File: src/rtl/regfile_2r1w.sv
// Parametrised 2-read/1-write register file with write-first bypass, registered reads
// and a self-clearing sequence after reset. Optional macro: REGFILE_ZERO_REG_EN (entry 0 reads as zero).
module regfile_2r1w #(
  parameter int DATA_W = 32,
  parameter int ADDR_W = 2
) (
  input  logic              clk,
  input  logic              rst,
  input  logic              we,
  input  logic [ADDR_W-1:0] wr_addr,
  input  logic [DATA_W-1:0] wr_data,
  input  logic              re_a,
  input  logic [ADDR_W-1:0] rd_addr_a,
  input  logic              re_b,
  input  logic [ADDR_W-1:0] rd_addr_b,
  output logic [DATA_W-1:0] data_a,
  output logic [DATA_W-1:0] data_b,
  output logic              valid_a,
  output logic              valid_b,
  output logic              ready
);

  localparam int DEPTH = 1 << ADDR_W;

`ifdef REGFILE_ZERO_REG_EN
  localparam bit ZERO_REG = 1'b1;
`else
  localparam bit ZERO_REG = 1'b0;
`endif

  typedef enum logic {
    CLEAR = 1'b0,
    READY = 1'b1
  } state_e;

  state_e            state_q;
  logic [ADDR_W-1:0] clr_cnt_q;
  logic [DATA_W-1:0] regs_q [DEPTH];
  logic              ready_q;
  logic              valid_a_q;
  logic              valid_b_q;
  logic [DATA_W-1:0] data_a_q;
  logic [DATA_W-1:0] data_b_q;

  logic              arr_we;
  logic [ADDR_W-1:0] arr_addr;
  logic [DATA_W-1:0] arr_wdata;
  logic [DATA_W-1:0] rd_a_d;
  logic [DATA_W-1:0] rd_b_d;

  // Write-first: a same-cycle write to the read address is forwarded to the read port.
  always_comb begin
    rd_a_d = (we && (wr_addr == rd_addr_a)) ? wr_data : regs_q[rd_addr_a];
    rd_b_d = (we && (wr_addr == rd_addr_b)) ? wr_data : regs_q[rd_addr_b];
    if (ZERO_REG && (rd_addr_a == '0)) rd_a_d = '0;
    if (ZERO_REG && (rd_addr_b == '0)) rd_b_d = '0;
  end

  // The array has one write port shared by the clear sequence and the writeback port.
  always_comb begin
    arr_we    = 1'b0;
    arr_addr  = wr_addr;
    arr_wdata = wr_data;
    if (!rst) begin
      if (state_q == CLEAR) begin
        arr_we    = 1'b1;
        arr_addr  = clr_cnt_q;
        arr_wdata = '0;
      end else if (we && !(ZERO_REG && (wr_addr == '0))) begin
        arr_we = 1'b1;
      end
    end
  end

  always_ff @(posedge clk) begin
    if (arr_we) regs_q[arr_addr] <= arr_wdata;
  end

  always_ff @(posedge clk) begin
    if (rst) begin
      state_q   <= CLEAR;
      clr_cnt_q <= '0;
      ready_q   <= 1'b0;
      valid_a_q <= 1'b0;
      valid_b_q <= 1'b0;
      data_a_q  <= '0;
      data_b_q  <= '0;
    end else begin
      case (state_q)
        CLEAR: begin
          clr_cnt_q <= clr_cnt_q + ADDR_W'(1);
          valid_a_q <= 1'b0;
          valid_b_q <= 1'b0;
          if (clr_cnt_q == ADDR_W'(DEPTH - 1)) begin
            state_q <= READY;
            ready_q <= 1'b1;
          end
        end
        READY: begin
          valid_a_q <= re_a;
          valid_b_q <= re_b;
          if (re_a) data_a_q <= rd_a_d;
          if (re_b) data_b_q <= rd_b_d;
        end
        default: begin
          state_q <= CLEAR;
          ready_q <= 1'b0;
        end
      endcase
    end
  end

  assign data_a  = data_a_q;
  assign data_b  = data_b_q;
  assign valid_a = valid_a_q;
  assign valid_b = valid_b_q;
  assign ready   = ready_q;

endmodule

File: config.mk
export PLATFORM = sky130hd
export DESIGN_NAME = regfile_2r1w
export DESIGN_NICKNAME = d
export VERILOG_FILES = /design/src/rtl/regfile_2r1w.sv
export SDC_FILE = /design/constraint.sdc
export NUM_CORES = 1
export LEC_CHECK = 0
export ABC_CLOCK_PERIOD_IN_PS = 7100
export BUFFER_PORTS_ARGS = -buffer_cell sky130_fd_sc_hd__buf_2
export CAP_MARGIN = 20
export CORE_ASPECT_RATIO = 1.4
export CORE_MARGIN = 2
export CORE_UTILIZATION = 35
export CTS_CLUSTER_SIZE = 40
export DETAILED_ROUTE_END_ITERATION = 10
export SYNTH_ARGS = -nofsm -noshare
export SYNTH_HDL_FRONTEND = slang
export SYNTH_SLANG_ARGS = --single-unit
File: constraint.sdc
create_clock -name clk -period 7.1 [get_ports clk]
set_input_delay 2.13 -clock clk [delete_from_list [all_inputs] [get_ports clk]]
set_output_delay 2.13 -clock clk [all_outputs]
set_load 0.05 [all_outputs]
==> results by group <==
STA
  – Final TNS setup: 0 ns
  – Final period utilization: 0.635
  – Clock skew: 0.0115 ns
  – Final setup fails: 0
  – Max Fclk: 222 MHz
  – Final hold vios: 0
  – Worst slew pin tran: 1.07 ns
  – Max Slew Vio Count: 0
  – Unrepaired setup endpoints after global routing: false
  – Rel. slew slack: 0.288
  – Post-layout min period: 4.51 ns

Finish
  – Layout area overhead: 14.8%
  – Finished layout cell area: 10900 um2
  – Core Util, Final: 0.407
  – Nets: 856
  – Layout cell share with drive strength beyond 1: 0.291

Route
  – Routed WL per cell: 22.9 um
  – Top sig layer: met5
  – DRC viols: 0
  – Routed vias: 6742
  – 1st-pass router iterations: 5
  – WL met2: 13.9 mm
  – Routed WL: 27.2 mm
  – DRT iter0 DRCs: 684
  – Met3 Wirelength: 1.69 mm
  – Routed Antenna Nets: 0
  – Vias/cell: 5.66
  – Wl on met1: 11.1 mm

Power
  – Power per cell area: 264 nW/um2
  – Total power draw: 2.88 mW
  – Leak pwr: 3.89 nW
  – Worst VDD drop: 212 uV

Die
  – Initial Util: 0.355
  – Die Width: 143 um
  – Die area: 28600 um2
  – Die height: 199 um
  – CORE AREA: 26800 um2
  – # IOs: 110
  – Row cnt: 71

Worst hold path
  – HP Class: reg2reg

Global route
  – Largest net degree at the start of global routing: 66
  – All-layer global routing usage: 0.195
  – Vias in the first global route: 6798
  – Grt ovf: 0
  – Initial antenna violation count: 2
  – First-pass GRT wire length: 41.1 mm

Logic synthesis
  – Synth cell types: 40
  – Ys async rst share: 0
  – Post-synthesis register bit count: 198
  – Sequential area share after synthesis: 0.551
  – Syn_area_per_cell: 12.8 um2
  – Main flop type after synthesis: edfxtp_1
  – Synth Instances: 742
  – Post-synth EDFFs: 128
  – Post-Syn Area: 9520 um2
  – Post-synth net total: 786
  – Syn. warnings: 0

CTS
  – CTS resizes: 0
  – Worst skew pair latency: 0.45 ns
  – Clock Pin Slew Worst Setup and Hold Paths: 0.08 ns
  – Clock sink count: 198
  – Post-CTS Setup Inserts: 0
  – Bufs on Longest Clock Path: 2
  – TritonCTS clock tree: built
  – CTS Root Cell: clkbuf_16
  – # hold bufs at CTS: 0
  – Num CTS Buffers: 17
  – # H-tree levels: 4

Worst setup path
  – Crit path DAT: 4.89 ns
  – CP endpoint kind: flop
  – CP startpoint kind: primary input
  – CP max stage delay: 0.71 ns
  – Crit-path max FO: 49
  – CP max stage cell: buf_2
  – Setup Crit Path Kind: in2reg
  – Critical path required time: 7.48 ns
  – Critical-path cell list: buf_2 > buf_4 > o21ai_1 > a21oi_4 > buf_4 > o31ai_1 > a31oi_1
  – Most used cell, CP: buf_4

Placement
  – RePlAce Congestion: 0.761
  – PortBufs: 109
  – Placed Area: 10400 um2
  – HPWL Detailed: 16.7 mm

Status
  – Status: finished, final reports clean

Flow run
  – Max Cap Viol: 0
[metrics by stage]
| step | setup slack (ns) | hold slack, ns | instances |
|---|---|---|---|
| 6_report | 2.59 | 0.523 | 1191 |
| 5_1_grt | 2.42 | 0.548 | 1190 |
| 4_1_cts | 2.58 | 0.524 | 1190 |
| 3_5_place_dp | 2.12 | 0.513 | 1158 |
| 3_3_place_gp | 2.18 | 0.508 | 1158 |
| 2_1_floorplan | 2.00 | 0.543 | 742 |
[path summary, 6_finish.rpt]
check / startpoint / to / slack [ns] / cells past startpoint
setup / recovery: rst / data_b[1] / 2.59 / 7
hold / removal: data_b[17] / data_b[17] / 0.52 / 2
setup reg to reg: state_q / regs_q[1][16] / 4.20 / 4
hold reg to reg: data_b[17] / data_b[17] / 0.52 / 2
[where the power goes]
part           total [mW]  leakage [nW]  internal, mW  switching (mW)
Combinational       0.551          1.84         0.178           0.373
Sequential           1.37          1.76          1.32          0.0456
Clock               0.959         0.282         0.503           0.457
[cell usage after synthesis (all sizes together) (2+ instances only)]
cell type / instances / area, um2
xor2: 3 / 26.3
dfxtp: 70 / 1400
nand4: 32 / 200
clkbuf: 45 / 169
mux2i: 2 / 20.0
o21ai: 33 / 165
o21bai: 32 / 240
nor2: 73 / 274
o31ai: 32 / 240
a21boi: 32 / 240
nand2: 3 / 11.3
mux4: 64 / 1440
and2: 4 / 25.0
buf: 34 / 214
o21a: 33 / 248
o22ai: 2 / 12.5
edfxtp: 128 / 3840
a21oi: 3 / 18.8
xnor2: 3 / 26.3
nor2b: 36 / 225
a31oi: 32 / 200
nand3: 34 / 170
[state kept, by name, indices dropped and copies added (netlist names)]
signal,count
data_b,32
regs_q,128
clr_cnt_q,2
valid_b,1
valid_a,1
ready,1
state_q,1
data_a,32
[critical path, delay by kind of cell]
| family | cells | cell delay (ns) |
|---|---|---|
| buffers and inverters | 3 | 1.62 |
| AO/OA/AOI/OAI | 4 | 1.11 |
[final cells by class]
class | count | area (um2)
diodes | 1 | 2.50
flip-flops and latches | 198 | 5250
fillers | 2562 | 15900
inverters | 1 | 3.75
well taps | 365 | 457
clock buffers | 18 | 439
multi-input cells | 464 | 3940
repair buffers | 130 | 703
clock inverters | 14 | 136
[routing by layer]
| layer | vias up | GRT usage |
|---|---|---|
| met3 | 39 | 0.0403 |
| met1 | 3397 | 0.243 |
| met5 | - | 0 |
| met2 | 283 | 0.335 |
| li1 | 3021 | - |
| met4 | 2 | 0.0683 |
[logic make-up (layout without fill, tap and decap cells)]
| kind of cell | after synthesis | in the layout | synth area share |
|---|---|---|---|
| other | 0 | 1 | 0 |
| muxes | 67 | 67 | 0.155 |
| AOI/OAI and AO/OA | 202 | 202 | 0.146 |
| and+or+nand+nor | 188 | 188 | 0.100 |
| buffers and inverters | 80 | 163 | 0.0406 |
| xor gates and xnor gates | 6 | 6 | 0.00552 |
| DFF | 198 | 198 | 0.551 |
| adders and majority gates | 1 | 1 | 0.00131 |
[cells in the final DEF (no fill, tap or decap), drive strengths merged, types with 2 or more instances in the layout]
cell type	Yosys	final
o21a	33	33
a21oi	3	3
clkinv	0	3
nand4	32	32
o21ai	33	33
nor2b	36	36
nand3	34	34
edfxtp	128	128
mux2i	2	2
o22ai	2	2
dfxtp	70	70
nand2	3	3
xnor2	3	3
o21bai	32	32
a21boi	32	32
nor2	73	73
inv	1	9
a31oi	32	32
xor2	3	3
o31ai	32	32
mux4	64	64
and2	4	4
buf	34	130
clkbuf	45	18
clkinvlp	0	2
Power figures use the tool's default switching activity.
